### config.mk
export PLATFORM = sky130hd
export DESIGN_NAME = instr_encoder
export DESIGN_NICKNAME = d
export VERILOG_FILES = /design/src/rtl/instr_encoder_pkg.sv /design/src/rtl/instr_encoder_fifo.sv /design/src/rtl/instr_encoder.sv
export SDC_FILE = /design/constraint.sdc
export NUM_CORES = 1
export LEC_CHECK = 0
export CORE_UTILIZATION = 40
export DETAILED_ROUTE_END_ITERATION = 7
export PLACE_DENSITY = 0.63
export SLEW_MARGIN = 0
export SYNTH_ARGS = -nofsm -noshare
export SYNTH_HDL_FRONTEND = slang
export SYNTH_SLANG_ARGS = --single-unit
### constraint.sdc
create_clock -name clk -period 8.3 [get_ports clk]
set_input_delay 1.66 -clock clk [delete_from_list [all_inputs] [get_ports clk]]
set_output_delay 1.66 -clock clk [all_outputs]
set_load 0.01 [all_outputs]
### src/rtl/instr_encoder_pkg.sv
// Shared definitions for the MIPS instruction encoder: operation IDs,
// opcode/function constants and instruction field bit ranges.
package instr_encoder_pkg;

  typedef enum logic [5:0] {
    OP_ADD, OP_ADDU, OP_SUB, OP_SUBU, OP_AND, OP_OR, OP_XOR, OP_NOR, OP_SLT, OP_SLTU,
    OP_SLL, OP_SRL, OP_SRA, OP_SLLV, OP_SRLV, OP_SRAV, OP_JR, OP_JALR,
    OP_MULT, OP_MULTU, OP_DIV, OP_DIVU, OP_MFHI, OP_MFLO, OP_MTHI, OP_MTLO,
    OP_ADDI, OP_ADDIU, OP_SLTI, OP_SLTIU, OP_ANDI, OP_ORI, OP_XORI, OP_LUI,
    OP_LB, OP_LH, OP_LW, OP_LBU, OP_LHU, OP_SB, OP_SH, OP_SW,
    OP_BEQ, OP_BNE, OP_BLEZ, OP_BGTZ, OP_BLTZ, OP_BGEZ, OP_JAL, OP_J
  } op_e;

  localparam logic [5:0] OPCODE_SPECIAL = 6'h00;
  localparam logic [5:0] OPCODE_REGIMM  = 6'h01;
  localparam logic [5:0] OPCODE_J       = 6'h02;
  localparam logic [5:0] OPCODE_JAL     = 6'h03;
  localparam logic [5:0] OPCODE_BEQ     = 6'h04;
  localparam logic [5:0] OPCODE_BNE     = 6'h05;
  localparam logic [5:0] OPCODE_BLEZ    = 6'h06;
  localparam logic [5:0] OPCODE_BGTZ    = 6'h07;
  localparam logic [5:0] OPCODE_ADDI    = 6'h08;
  localparam logic [5:0] OPCODE_ADDIU   = 6'h09;
  localparam logic [5:0] OPCODE_SLTI    = 6'h0a;
  localparam logic [5:0] OPCODE_SLTIU   = 6'h0b;
  localparam logic [5:0] OPCODE_ANDI    = 6'h0c;
  localparam logic [5:0] OPCODE_ORI     = 6'h0d;
  localparam logic [5:0] OPCODE_XORI    = 6'h0e;
  localparam logic [5:0] OPCODE_LUI     = 6'h0f;
  localparam logic [5:0] OPCODE_LB      = 6'h20;
  localparam logic [5:0] OPCODE_LH      = 6'h21;
  localparam logic [5:0] OPCODE_LW      = 6'h23;
  localparam logic [5:0] OPCODE_LBU     = 6'h24;
  localparam logic [5:0] OPCODE_LHU     = 6'h25;
  localparam logic [5:0] OPCODE_SB      = 6'h28;
  localparam logic [5:0] OPCODE_SH      = 6'h29;
  localparam logic [5:0] OPCODE_SW      = 6'h2b;

  localparam logic [5:0] FUNC_SLL   = 6'h00;
  localparam logic [5:0] FUNC_SRL   = 6'h02;
  localparam logic [5:0] FUNC_SRA   = 6'h03;
  localparam logic [5:0] FUNC_SLLV  = 6'h04;
  localparam logic [5:0] FUNC_SRLV  = 6'h06;
  localparam logic [5:0] FUNC_SRAV  = 6'h07;
  localparam logic [5:0] FUNC_JR    = 6'h08;
  localparam logic [5:0] FUNC_JALR  = 6'h09;
  localparam logic [5:0] FUNC_MFHI  = 6'h10;
  localparam logic [5:0] FUNC_MTHI  = 6'h11;
  localparam logic [5:0] FUNC_MFLO  = 6'h12;
  localparam logic [5:0] FUNC_MTLO  = 6'h13;
  localparam logic [5:0] FUNC_MULT  = 6'h18;
  localparam logic [5:0] FUNC_MULTU = 6'h19;
  localparam logic [5:0] FUNC_DIV   = 6'h1a;
  localparam logic [5:0] FUNC_DIVU  = 6'h1b;
  localparam logic [5:0] FUNC_ADD   = 6'h20;
  localparam logic [5:0] FUNC_ADDU  = 6'h21;
  localparam logic [5:0] FUNC_SUB   = 6'h22;
  localparam logic [5:0] FUNC_SUBU  = 6'h23;
  localparam logic [5:0] FUNC_AND   = 6'h24;
  localparam logic [5:0] FUNC_OR    = 6'h25;
  localparam logic [5:0] FUNC_XOR   = 6'h26;
  localparam logic [5:0] FUNC_NOR   = 6'h27;
  localparam logic [5:0] FUNC_SLT   = 6'h2a;
  localparam logic [5:0] FUNC_SLTU  = 6'h2b;

  localparam logic [4:0] REGIMM_BLTZ = 5'b00000;
  localparam logic [4:0] REGIMM_BGEZ = 5'b00001;

  localparam int unsigned OPCODE_MSB = 31, OPCODE_LSB = 26;
  localparam int unsigned RS_MSB     = 25, RS_LSB     = 21;
  localparam int unsigned RT_MSB     = 20, RT_LSB     = 16;
  localparam int unsigned RD_MSB     = 15, RD_LSB     = 11;
  localparam int unsigned SHAMT_MSB  = 10, SHAMT_LSB  = 6;
  localparam int unsigned FUNC_MSB   = 5,  FUNC_LSB   = 0;
  localparam int unsigned IMM_MSB    = 15, IMM_LSB    = 0;
  localparam int unsigned TARGET_MSB = 25, TARGET_LSB = 0;

  // Multiply/divide unit operations, which can be compiled out.
  function automatic logic is_mdu(input logic [5:0] op);
    return op inside {OP_MULT, OP_MULTU, OP_DIV, OP_DIVU,
                      OP_MFHI, OP_MFLO, OP_MTHI, OP_MTLO};
  endfunction

endpackage

### src/rtl/instr_encoder_fifo.sv
// Circular-buffer FIFO for encoded words. The head output holds the last
// popped word while empty so the consumer never sees a stale slot.
module instr_fifo #(
  parameter int unsigned WIDTH = 32,
  parameter int unsigned DEPTH = 4
) (
  input  logic             clk,
  input  logic             reset,
  input  logic             push,
  input  logic [WIDTH-1:0] push_data,
  input  logic             pop,
  output logic             full,
  output logic             empty,
  output logic [WIDTH-1:0] head
);

  localparam int unsigned PTR_W = $clog2(DEPTH);

  logic [WIDTH-1:0] mem_q [DEPTH];
  logic [WIDTH-1:0] mem_d [DEPTH];
  logic [PTR_W-1:0] wr_ptr_q, wr_ptr_d, rd_ptr_q, rd_ptr_d;
  logic [PTR_W:0]   count_q, count_d;
  logic [WIDTH-1:0] last_q, last_d;
  logic             push_ok, pop_ok;

  assign full    = (count_q == (PTR_W+1)'(DEPTH));
  assign empty   = (count_q == '0);
  assign push_ok = push && !full;
  assign pop_ok  = pop && !empty;
  assign head    = empty ? last_q : mem_q[rd_ptr_q];

  // Next pointers, occupancy, storage write and held-head value.
  always_comb begin
    mem_d    = mem_q;
    wr_ptr_d = wr_ptr_q;
    rd_ptr_d = rd_ptr_q;
    count_d  = count_q;
    last_d   = last_q;
    if (push_ok) begin
      mem_d[wr_ptr_q] = push_data;
      wr_ptr_d        = wr_ptr_q + PTR_W'(1);
    end
    if (pop_ok) begin
      last_d   = mem_q[rd_ptr_q];
      rd_ptr_d = rd_ptr_q + PTR_W'(1);
    end
    case ({push_ok, pop_ok})
      2'b10:   count_d = count_q + (PTR_W+1)'(1);
      2'b01:   count_d = count_q - (PTR_W+1)'(1);
      default: count_d = count_q;
    endcase
  end

  // State registers; storage needs no reset because occupancy gates it.
  always_ff @(posedge clk) begin
    mem_q <= mem_d;
    if (reset) begin
      wr_ptr_q <= '0;
      rd_ptr_q <= '0;
      count_q  <= '0;
      last_q   <= '0;
    end else begin
      wr_ptr_q <= wr_ptr_d;
      rd_ptr_q <= rd_ptr_d;
      count_q  <= count_d;
      last_q   <= last_d;
    end
  end

endmodule

### src/rtl/instr_encoder.sv
// MIPS instruction encoder: op_id + fields -> canonical 32-bit word, queued
// through instr_fifo. Macro MDU_OPS_EN enables the multiply/divide ops.
module instr_encoder
  import instr_encoder_pkg::*;
#(
  parameter int unsigned DEPTH = 4,
  parameter int unsigned CNT_W = 16
) (
  input  logic             clk,
  input  logic             reset,
  input  logic             in_valid,
  output logic             in_ready,
  input  logic [5:0]       op_id,
  input  logic [4:0]       rs,
  input  logic [4:0]       rt,
  input  logic [4:0]       rd,
  input  logic [4:0]       shamt,
  input  logic [15:0]      imm,
  input  logic [25:0]      target,
  output logic             out_valid,
  input  logic             out_ready,
  output logic [31:0]      instr,
  output logic             err,
  output logic [CNT_W-1:0] enc_count
);

  logic [31:0]      word;
  logic             known, legal, mdu_ok, accept, push, full, empty;
  logic             is_r, is_j;
  logic [5:0]       opc, func;
  logic [4:0]       f_rs, f_rt, f_rd, f_sh;
  logic             err_q, err_d;
  logic [CNT_W-1:0] enc_count_q, enc_count_d;

`ifdef MDU_OPS_EN
  assign mdu_ok = 1'b1;
`else
  assign mdu_ok = 1'b0;
`endif

  assign in_ready  = !full;
  assign accept    = in_valid && in_ready;
  assign push      = accept && legal;
  assign out_valid = !empty;
  assign err       = err_q;
  assign enc_count = enc_count_q;

  // Encode mux: pick format, opcode/func, and zero fields the op ignores.
  always_comb begin
    known = 1'b1;
    is_r  = 1'b1;
    is_j  = 1'b0;
    opc   = OPCODE_SPECIAL;
    func  = '0;
    f_rs  = rs;
    f_rt  = rt;
    f_rd  = rd;
    f_sh  = shamt;
    case (op_id)
      OP_ADD:   begin func = FUNC_ADD;  f_sh = '0; end
      OP_ADDU:  begin func = FUNC_ADDU; f_sh = '0; end
      OP_SUB:   begin func = FUNC_SUB;  f_sh = '0; end
      OP_SUBU:  begin func = FUNC_SUBU; f_sh = '0; end
      OP_AND:   begin func = FUNC_AND;  f_sh = '0; end
      OP_OR:    begin func = FUNC_OR;   f_sh = '0; end
      OP_XOR:   begin func = FUNC_XOR;  f_sh = '0; end
      OP_NOR:   begin func = FUNC_NOR;  f_sh = '0; end
      OP_SLT:   begin func = FUNC_SLT;  f_sh = '0; end
      OP_SLTU:  begin func = FUNC_SLTU; f_sh = '0; end
      OP_SLL:   begin func = FUNC_SLL;  f_rs = '0; end
      OP_SRL:   begin func = FUNC_SRL;  f_rs = '0; end
      OP_SRA:   begin func = FUNC_SRA;  f_rs = '0; end
      OP_SLLV:  begin func = FUNC_SLLV; f_sh = '0; end
      OP_SRLV:  begin func = FUNC_SRLV; f_sh = '0; end
      OP_SRAV:  begin func = FUNC_SRAV; f_sh = '0; end
      OP_JR:    begin func = FUNC_JR;   f_rt = '0; f_rd = '0; f_sh = '0; end
      OP_JALR:  begin func = FUNC_JALR; f_rt = '0; f_sh = '0; end
      OP_MULT:  begin func = FUNC_MULT;  f_rd = '0; f_sh = '0; end
      OP_MULTU: begin func = FUNC_MULTU; f_rd = '0; f_sh = '0; end
      OP_DIV:   begin func = FUNC_DIV;   f_rd = '0; f_sh = '0; end
      OP_DIVU:  begin func = FUNC_DIVU;  f_rd = '0; f_sh = '0; end
      OP_MFHI:  begin func = FUNC_MFHI;  f_rs = '0; f_rt = '0; f_sh = '0; end
      OP_MFLO:  begin func = FUNC_MFLO;  f_rs = '0; f_rt = '0; f_sh = '0; end
      OP_MTHI:  begin func = FUNC_MTHI;  f_rt = '0; f_rd = '0; f_sh = '0; end
      OP_MTLO:  begin func = FUNC_MTLO;  f_rt = '0; f_rd = '0; f_sh = '0; end
      OP_ADDI:  begin is_r = 1'b0; opc = OPCODE_ADDI;  end
      OP_ADDIU: begin is_r = 1'b0; opc = OPCODE_ADDIU; end
      OP_SLTI:  begin is_r = 1'b0; opc = OPCODE_SLTI;  end
      OP_SLTIU: begin is_r = 1'b0; opc = OPCODE_SLTIU; end
      OP_ANDI:  begin is_r = 1'b0; opc = OPCODE_ANDI;  end
      OP_ORI:   begin is_r = 1'b0; opc = OPCODE_ORI;   end
      OP_XORI:  begin is_r = 1'b0; opc = OPCODE_XORI;  end
      OP_LUI:   begin is_r = 1'b0; opc = OPCODE_LUI;  f_rs = '0; end
      OP_LB:    begin is_r = 1'b0; opc = OPCODE_LB;    end
      OP_LH:    begin is_r = 1'b0; opc = OPCODE_LH;    end
      OP_LW:    begin is_r = 1'b0; opc = OPCODE_LW;    end
      OP_LBU:   begin is_r = 1'b0; opc = OPCODE_LBU;   end
      OP_LHU:   begin is_r = 1'b0; opc = OPCODE_LHU;   end
      OP_SB:    begin is_r = 1'b0; opc = OPCODE_SB;    end
      OP_SH:    begin is_r = 1'b0; opc = OPCODE_SH;    end
      OP_SW:    begin is_r = 1'b0; opc = OPCODE_SW;    end
      OP_BEQ:   begin is_r = 1'b0; opc = OPCODE_BEQ;   end
      OP_BNE:   begin is_r = 1'b0; opc = OPCODE_BNE;   end
      OP_BLEZ:  begin is_r = 1'b0; opc = OPCODE_BLEZ; f_rt = '0; end
      OP_BGTZ:  begin is_r = 1'b0; opc = OPCODE_BGTZ; f_rt = '0; end
      OP_BLTZ:  begin is_r = 1'b0; opc = OPCODE_REGIMM; f_rt = REGIMM_BLTZ; end
      OP_BGEZ:  begin is_r = 1'b0; opc = OPCODE_REGIMM; f_rt = REGIMM_BGEZ; end
      OP_JAL:   begin is_r = 1'b0; is_j = 1'b1; opc = OPCODE_JAL; end
      OP_J:     begin is_r = 1'b0; is_j = 1'b1; opc = OPCODE_J;   end
      default:  known = 1'b0;
    endcase
    legal = known && (mdu_ok || !is_mdu(op_id));
  end

  // Assemble the word from the selected format and fields.
  always_comb begin
    word = '0;
    word[OPCODE_MSB:OPCODE_LSB] = opc;
    if (is_j) begin
      word[TARGET_MSB:TARGET_LSB] = target;
    end else begin
      word[RS_MSB:RS_LSB] = f_rs;
      word[RT_MSB:RT_LSB] = f_rt;
      if (is_r) begin
        word[RD_MSB:RD_LSB]       = f_rd;
        word[SHAMT_MSB:SHAMT_LSB] = f_sh;
        word[FUNC_MSB:FUNC_LSB]   = func;
      end else begin
        word[IMM_MSB:IMM_LSB] = imm;
      end
    end
  end

  // Error pulse and encoded-word counter next state.
  always_comb begin
    err_d       = accept && !legal;
    enc_count_d = enc_count_q + (push ? CNT_W'(1) : CNT_W'(0));
  end

  // Status registers.
  always_ff @(posedge clk) begin
    if (reset) begin
      err_q       <= 1'b0;
      enc_count_q <= '0;
    end else begin
      err_q       <= err_d;
      enc_count_q <= enc_count_d;
    end
  end

  instr_fifo #(
    .WIDTH(32),
    .DEPTH(DEPTH)
  ) u_fifo (
    .clk       (clk),
    .reset     (reset),
    .push      (push),
    .push_data (word),
    .pop       (out_ready),
    .full      (full),
    .empty     (empty),
    .head      (instr)
  );

endmodule

## Word level (Yosys, flattened, before mapping)

Cells that the tools add are included.

| storage, ports and cells | value |
|---|---|
| register bits | 184 |
| bits in latches | 0 |
| memory bits (writable) | 0 |
| memory bits (read-only) | 0 |
| input bits | 72 |
| output and inout port bits | 51 |
| logic and storage cells | 114 |
| memories | 0 |

| operators by class | value |
|---|---|
| $add $sub $neg | 5 |
| multipliers | 0 |
| div/mod/pow operators | 0 |
| magnitude comparators | 3 |
| equal/unequal tests | 52 |
| shift operators | 0 |
| muxes and demuxes | 19 |
| bitwise gates (word level) | 2 |
| reductions and logical operators | 23 |

Operator list:

| cell | number |
|---|---|
| $pmux 6 s25 | 1 |
| $pmux 6 s23 | 1 |
| $bwmux 128 | 1 |
| $mux 32 | 4 |
| $eq 6x6->1 const B | 18 |
| $eq 6x5->1 const B | 16 |
| $bmux 32 s2 | 1 |
| $demux 32 s2 | 1 |
| $reduce_or 50->1 | 1 |
| $eq 6x4->1 const B | 8 |
| $mux 26 | 1 |
| $eq 6x3->1 const B | 4 |
| $reduce_or 24->1 | 1 |
| $reduce_or 23->1 | 1 |
| $add 16x1->16 | 1 |
| $mux 16 | 1 |
| $mux 5 | 3 |
| $eq 6x2->1 const B | 2 |
| $pmux 5 s2 | 1 |
| $reduce_or 9->1 | 1 |
| $reduce_bool 8->1 | 1 |
| $logic_and 1x1->1 | 7 |
| $reduce_or 7->1 | 1 |
| $eq 6x1->1 const B | 1 |
| other kinds (17) | 26 |

## Logic depth before layout (Yosys ltp)

Gate-level depths: netlist (run 1).

| depth | value |
|---|---|
| word-level depth | 8 |
| gate-level depth with buffers | 11 |
| mapped depth without buffers | 10 |

## Modules after synthesis

From an unflattened synthesis (run 1), not the netlist that was laid out.

| second synthesis, totals | value |
|---|---|
| cells, all modules | 575 |
| area total of the unflattened synthesis | 8309.2 µm² |

By module, submodules not included:

| module | instances | cells an instance | area an instance (µm²) | sequential area each (µm²) |
|---|---|---|---|---|
| instr_fifo | 1 | 328 | 6452.4 | 4624.4 |
| instr_encoder | 1 | 247 | 1856.8 | 340.3 |

## Least setup slack after synthesis (run 1)

No wires, ideal clock.

| path | value |
|---|---|
| kind | input to register |
| start | in op_id[3] |
| end | reg enc_count_q[14] (netlist: enc_count[14]) |
| setup time | 71 ps |
| arrival | 3693 ps |
| data required time | 8229 ps |
| setup slack | 4536 ps |
| cell stages on the path | 10 |
| path buffers | 1 |
| path through | buf_6 > inv_4 > or3_4 > a31oi_4 > ha_1 > ha_1 > and2_1 > nand3_1 > or4_1 > a21oi_1 |

| between the ends | value |
|---|---|
| cells in the longest elaborated chain, start to end | 7 |
| elaborated cells on any way between the ends | 58 |
| those cells by class | add/sub: 1; eq/ne: 49; mux: 2; reduce/logical: 6 |

Ends and longest elaborated chain:

| item | line | RTL |
|---|---|---|
| start, declared | instr_encoder.sv:13 | `input logic [5:0] op_id,` |
| $eq 6x5->1, or another cell as far along | instr_encoder_pkg.sv:80, instr_encoder.sv:59 |  |
| $reduce_or 50->1 (no source line) or $reduce_bool 8->1 (tied branches) | - |  |
| $mux 1 or $logic_not 1->1 (tied branches) | instr_encoder.sv:59, instr_encoder.sv:112 |  |
| $logic_and 1x1->1 * | instr_encoder.sv:112 | `legal = known && (mdu_ok \|\| !is_mdu(op_id));` |
| $logic_and 1x1->1 * | instr_encoder.sv:43 | `assign push = accept && legal;` |
| $mux 1 * | instr_encoder.sv:137 | `enc_count_d = enc_count_q + (push ? CNT_W'(1) : CNT_W'(0));` |
| $add 16x1->16 * | instr_encoder.sv:137 |  |
| end signal, assigned | instr_encoder.sv:147 | `enc_count_q <= enc_count_d;` |
| end, declared | instr_encoder.sv:33 | `logic [CNT_W-1:0] enc_count_q, enc_count_d;` |

Mark *: on every way between the ends. The rest lies on a longest branch, timed or not.
A chain may end at the register's enable or synchronous reset.

## Worst setup path in the final report (run 1)

| path | value |
|---|---|
| start | in op_id[2] |
| end | reg enc_count_q[14] (netlist: enc_count[14]) |

The elaborated chain is that of the path after synthesis.

==> results of run 1 <==
==> worst max-delay path: cells and delay by family <==
family | cells | cell delay, ns
AND/OR/NAND/NOR | 5 | 1.79
buffers and inverters | 1 | 0.84
AO/OA/AOI/OAI | 2 | 0.52
adder cells (fa/ha/maj) | 2 | 0.47
==> worst max path at each step <==
stage,endpoint,slack [ns],depth (start not counted),from
floorplan,enc_count[14]$_SDFF_PP0_,4.54,10,op_id[3]
global placement,enc_count[14]$_SDFF_PP0_,3.08,10,op_id[2]
detailed placement,enc_count[14]$_SDFF_PP0_,2.99,10,op_id[2]
CTS,enc_count[14]$_SDFF_PP0_,3.44,10,op_id[2]
global route,enc_count[14]$_SDFF_PP0_,3.04,10,op_id[2]
finish,enc_count[14]$_SDFF_PP0_,3.37,10,op_id[2]
==> cells in the final DEF (no fill, tap or decap), types with 4 or more instances in the layout <==
master,synthesis,routed
mux2_2,31,31
nor4bb_1,4,4
nor2_1,28,28
o211ai_1,4,4
o21ai_0,9,9
mux4_2,31,31
nor2b_1,7,7
a21oi_1,45,45
and2_2,0,4
dfxtp_1,55,53
clkdlybuf4s50_1,0,120
inv_1,8,8
a22o_1,22,22
xor2_1,6,6
xnor2_1,11,11
and3_1,4,4
clkbuf_16,0,17
buf_4,4,5
nand4_1,5,5
nand2_1,82,82
ha_1,7,7
bufinv_16,0,5
nand3_1,11,11
nor3_1,5,5
a21o_1,12,12
a22oi_1,4,4
nand2b_1,8,8
edfxtp_1,124,124
==> stage by stage <==
stage / worst slack (ns) / power [uW] / util (%) / std cells
after floorplan: 4.54 / 1740 / - / 623
after global placement: 3.08 / 2130 / 48.1 / 971
after detailed placement: 2.99 / 2160 / 48.1 / 971
after CTS: 3.44 / 3040 / 51.5 / 1003
after global routing: 3.04 / 3150 / 51.5 / 1003
final: 3.37 / 3000 / 51.5 / 1003
==> layout make-up <==
cell class	count	share of cell area, %
clock buffer	18	4.23
sequential	179	47.6
clock inverter	14	2.24
tap	265	3.27
multi-input combinational	391	30.0
inverter	10	0.395
timing repair buffer	126	12.3
==> flip-flops by register name (all words and copies together), names as in the netlist <==
name	cells
u_fifo.mem_q	124
err	1
u_fifo.count_q	3
u_fifo.last_q	31
u_fifo.wr_ptr_q	2
enc_count	16
u_fifo.rd_ptr_q	2
==> logic make-up after synthesis <==
group | share of synthesized area (%)
simple gates | 10.8
flops | 59.2
compound gates | 9.85
mux | 13.4
buf+inv | 3.56
xor+xnor | 1.83
fa+ha+maj | 1.32
other cells | 0.0460
==> power groups by stage <==
stage | Sequential (uW) | Combinational (uW) | Clock [uW]
final | 1110 | 1010 | 880
after global routing | 1120 | 1090 | 934
after CTS | 1110 | 1030 | 898
after detailed placement | 1130 | 1020 | 0
after global placement | 1130 | 1010 | 0
after floorplan | 1100 | 642 | 0
==> metal layers <==
layer / vias to the layer above / wire [um]
li1: 2547 / -
met1: 2641 / 8220
met2: 141 / 9150
met3: 8 / 829
met4: 0 / 121
met5: - / 0
==> flow_summary.yaml, run 1 <==
power_and_ir_drop:
  worst_ir_drop_vdd_mv: 0.123
  p_leak_uw: 0.00344
  p_switching_uw: 871
  combPwrFrac_pct: 33.6
  pwr-share-seq_pct: 37.1
  clockPowerShare_pct: 29.3
  power_density_mw_per_mm2: 296
  p_sw_share_pct: 29.0
  internal_power_uw: 2130
worst_setup_path:
  max_stage_delay_ns: 0.84
  crit_path_max_fanout: 26
  r2r_setup_slack_ns: 4.22
  cp.arrival_ns: 5.28
  worst-setup-path-type: "input pin to register"
  rr_startpoint: "u_fifo.count_q[0]$_SDFFE_PP0P_"
  r2r.worst_path.cells: 9
  rr_endpoint: "u_fifo.count_q[2]$_SDFFE_PP0P_"
  cp-start-kind: "input pin"
  crit_path_frequent_cell: "ha_1"
  slowest_stage: "clkdlybuf4s50_1"
  path_cells: "clkdlybuf4s50_1, nor2_1, nand2_1, a31oi_4, ha_1, ha_1, and2_1, nand3_1, or4_1, a21oi_1"
  cp_data_required_time_ns: 8.65
  crit_path_end_kind: "register"
logic_synthesis:
  synthArstFlopShare_pct: 0
  yosysTopAreaCellShare_pct: 45.7
  syn_avg_cell_area_um2: 13.1
  ys_top_cells_by_count: "124 x edfxtp_1, 82 x nand2_1, 55 x dfxtp_1"
  seq_area_frac_synth_pct: 59.2
  synth_area_mm2: 0.00816
  yosysWarnings: 0
  yosys.area.top_type: "edfxtp_1"
  synthCells: 623
  yosysMostFrequentCell: "edfxtp_1"
  ys.flop_type: "edfxtp_1"
  synth_edf_count: 124
  synthesis.nets: 703
  ys_seq_elements: 179
  synth_cell_types: 63
  synth_area_leaders: "edfxtp_1 46%, dfxtp_1 13%, mux4_2 8.6%"
place:
  gp_congestion: 0.802
  dpl.hpwl_um: 11800
  placed_cell_area_mm2: 0.00949
  port_buffers: 121
worst_hold_path:
  min_from: "u_fifo.last_q[7]$_SDFFE_PP0P_"
  hold_depth: 2
  hold_class: "register to register"
  hold_end: "u_fifo.last_q[7]$_SDFFE_PP0P_"
timing:
  period_minus_slack_ns: 4.93
  rsz0062_at_grt: "false"
  tightest_slew_ns: 1.10
  drv_slew: 0
  fmax_mhz: 203
  hold_slack_ns: 0.453
  finalSetupViolations: 0
  slew_headroom_pct: 26.4
  hold_viol: 0
  fin_crit_sh_pct: 59.4
  setup-tns-final_ns: 0
  clock_skew_ns: 0.0142
clocking:
  cts_max_level: 4
  postCtsSetupRepairBufs: 0
  cts_resized: 0
  cts_tree: "done"
  clockBufferDepth: 2
  cts.sinks: 179
  holdBufCountCts: 0
  cts_root_buf: "clkbuf_16"
  cts_made_buffers: 17
  clkSlewWorstSetupHoldPaths_ns: 0.07
  insertion_delay_ns: 0.43
route:
  vias: 5337
  first_pass_iters: 4
  drtAntennaViolNets: 0
  drc: 0
  vias_per_cell: 5.32
  wirelength_um: 18300
  wl_per_cell_um: 18.3
  dr.first_iter.drc_count: 291
grt:
  use_met1_pct: 24.7
  busiest_layer: "met2"
  grt_max_degree: 59
  grt.total_usage_pct: 18.2
  overflow: 0
  grt_pass1_wl_um: 28400
  antenna_found_initial: 0
  grt_use_met3_pct: 2.86
  grt_pass1_vias: 5289
  use_met2_pct: 30.2
floorplan:
  die_h_um: 145
  initial_core_util_pct: 41.4
  die_area_mm2: 0.0210
  rows: 51
  core_area_mm2: 0.0197
  io_pins: 123
  die_w_um: 145
layout:
  nFillCells: 1682
  ff_latch_area_mm2: 0.00483
  design_area_mm2: 0.0101
  multiInputGateArea_mm2: 0.00305
  synthToLayoutAreaGrowth_pct: 24.4
  nets: 805
  layout-drive-gt1-share_pct: 15.7
  diodes: 0
flow_run:
  drv_cap: 0
run_status:
  status: "finished clean"
Note: power is estimated with default switching activity, not from simulation.
==> inputs of run 2 (changes only) <==
--- a/config.mk
+++ b/config.mk
@@ -7,7 +7,7 @@
 export LEC_CHECK = 0
 export CORE_UTILIZATION = 40
 export DETAILED_ROUTE_END_ITERATION = 7
-export PLACE_DENSITY = 0.63
+export PLACE_DENSITY = 0.65
 export SLEW_MARGIN = 0
 export SYNTH_ARGS = -nofsm -noshare
 export SYNTH_HDL_FRONTEND = slang
==> constraint.sdc (replaced) <==
create_clock -name clk -period 4.1 [get_ports clk]
set_input_delay 0.82 -clock clk [delete_from_list [all_inputs] [get_ports clk]]
set_output_delay 0.82 -clock clk [all_outputs]
set_load 0.01 [all_outputs]
==> flow_summary.yaml, run 2 (synthesis results as in run 1) <==
timing:
  period_minus_slack_ns: 3.45
  hold_viol: 0
  rsz0062_at_grt: "false"
  setup-tns-final_ns: 0
  drv_slew: 0
  slew_headroom_pct: 34.6
  clock_skew_ns: 0.0110
  fmax_mhz: 290
  fin_crit_sh_pct: 84.2
  tightest_slew_ns: 0.980
  finalSetupViolations: 0
  hold_slack_ns: 0.452
layout:
  final_common_cell: "edfxtp_1"
  nFillCells: 1624
  ff_latch_area_mm2: 0.00483
  nets: 816
  synthToLayoutAreaGrowth_pct: 24.6
  layout_common_cells: "124 x edfxtp_1, 120 x clkdlybuf4s50_1, 82 x nand2_1"
  regMostFlops: "u_fifo.mem_q"
  largest_register_ffs: 124
  layout-drive-gt1-share_pct: 16.2
  multiInputGateArea_mm2: 0.00304
  design_area_mm2: 0.0102
  diodes: 0
  instances_no_fill: 1014
route:
  vias: 5468
  wirelength_um: 18900
  dr.first_iter.drc_count: 393
  first_pass_iters: 5
  drtAntennaViolNets: 0
  wl_per_cell_um: 18.7
  drc: 0
  vias_per_cell: 5.39
power_and_ir_drop:
  internal_power_uw: 4090
  p_sw_share_pct: 30.5
  p_switching_uw: 1790
  worst_ir_drop_vdd_mv: 0.284
  p_leak_uw: 0.00347
  power_density_mw_per_mm2: 578
  power_uw: 5880
  pwr-share-seq_pct: 37.9
  clockPowerShare_pct: 25.6
  combPwrFrac_pct: 36.5
worst_setup_path:
  crit_path_max_fanout: 25
  slowest_stage: "dfxtp_2"
  r2r_setup_slack_ns: 1.40
  worst-setup-path-type: "register to primary output"
  crit_path_end_kind: "primary output"
  rr_startpoint: "u_fifo.count_q[0]$_SDFFE_PP0P_"
  cp_num_buf_inv: 2
  cp_data_required_time_ns: 3.28
  max_stage_delay_ns: 0.55
  r2r.worst_path.cells: 9
  rr_endpoint: "u_fifo.count_q[2]$_SDFFE_PP0P_"
  path_delay_family: "multiplexers"
  cp.arrival_ns: 2.63
  path_cells: "buf_12, mux4_2, mux2_2, clkdlybuf4s50_1"
  cp-start-kind: "register"
flow_run:
  drv_cap: 0
floorplan:
  die_h_um: 145
  rows: 51
  die_w_um: 145
  die_area_mm2: 0.0210
  io_pins: 123
  core_area_mm2: 0.0197
  initial_core_util_pct: 41.4
worst_hold_path:
  hold_class: "register to register"
  min_from: "u_fifo.last_q[19]$_SDFFE_PP0P_"
  hold_depth: 2
  hold_end: "u_fifo.last_q[19]$_SDFFE_PP0P_"
clocking:
  clkSlewWorstSetupHoldPaths_ns: 0.07
  postCtsSetupRepairBufs: 0
  cts_tree: "done"
  cts_root_buf: "clkbuf_16"
  insertion_delay_ns: 0.43
  cts.sinks: 179
  clockBufferDepth: 2
  holdBufCountCts: 0
  cts_max_level: 4
  cts_resized: 0
  cts_made_buffers: 17
run_status:
  status: "finished clean"
place:
  gp_congestion: 0.900
  port_buffers: 121
  place_inst: 982
  dpl.hpwl_um: 12200
  placed_cell_area_mm2: 0.00962
grt:
  grt_pass1_vias: 5440
  grt_pass1_wl_um: 29000
  grt.total_usage_pct: 18.7
  overflow: 0
  grt_max_degree: 45
  antenna_found_initial: 0
[run 2: cell types whose count changed in the layout (fill, tap and decap cells not counted), sizes merged]
cell,previous run,this run
inv,14,12
bufinv,5,1
clkinv,2,10
buf,6,17
clkinvlp,3,1
[run 2: worst min-delay path, delay by kind of cell, from the launching register on]
family / cells / cell delay [ns]
simple gates: 1 / 0.05
compound gates: 1 / 0.05
flops: 1 / 0.31
[run 2: worst max-delay path by stage]
stage | start | to | slack, ns | depth (start not counted)
6_report | u_fifo.rd_ptr_q[0]$_SDFFE_PP0P_ | instr[1] | 0.65 | 4
5_1_grt | u_fifo.rd_ptr_q[1]$_SDFFE_PP0P_ | instr[4] | 0.54 | 4
4_1_cts | u_fifo.rd_ptr_q[0]$_SDFFE_PP0P_ | instr[1] | 0.59 | 4
3_5_place_dp | op_id[3] | enc_count[14]$_SDFF_PP0_ | 0.49 | 10
3_3_place_gp | op_id[3] | enc_count[14]$_SDFF_PP0_ | 0.52 | 10
2_1_floorplan | op_id[3] | enc_count[14]$_SDFF_PP0_ | 1.18 | 10
[run 2: power by group through the flow]
stage / clock [uW] / combinational, uW / sequential (uW)
floorplan: 0 / 1300 / 2230
global placement: 0 / 2130 / 2260
detailed placement: 0 / 2170 / 2270
CTS: 1530 / 2180 / 2230
global route: 1610 / 2300 / 2250
finish: 1510 / 2140 / 2230
[run 2: final cells by class]
| type | instances | area share [%] |
|---|---|---|
| timing repair buffer | 137 | 13.5 |
| sequential | 179 | 47.5 |
| inverter | 10 | 0.394 |
| multi-input combinational | 391 | 30.0 |
| clock inverter | 14 | 1.12 |
| clock buffer | 18 | 4.22 |
| tap | 265 | 3.26 |
[run 2: stage by stage]
stage / worst slack (ns) / util (%)
after detailed placement: 0.490 / 48.8
after global routing: 0.535 / 51.5
after CTS: 0.591 / 51.5
final: 0.647 / 51.5
after floorplan: 1.18 / -
after global placement: 0.520 / 48.8
[run 2: per-layer routing]
| layer | vias to the layer above | wire length (um) | global-route usage (%) |
|---|---|---|---|
| li1 | 2576 | - | - |
| met1 | 2686 | 7820 | 23.3 |
| met2 | 185 | 9810 | 32.7 |
| met3 | 21 | 1080 | 3.26 |
| met4 | 0 | 225 | 6.43 |
| met5 | - | 0 | 0 |
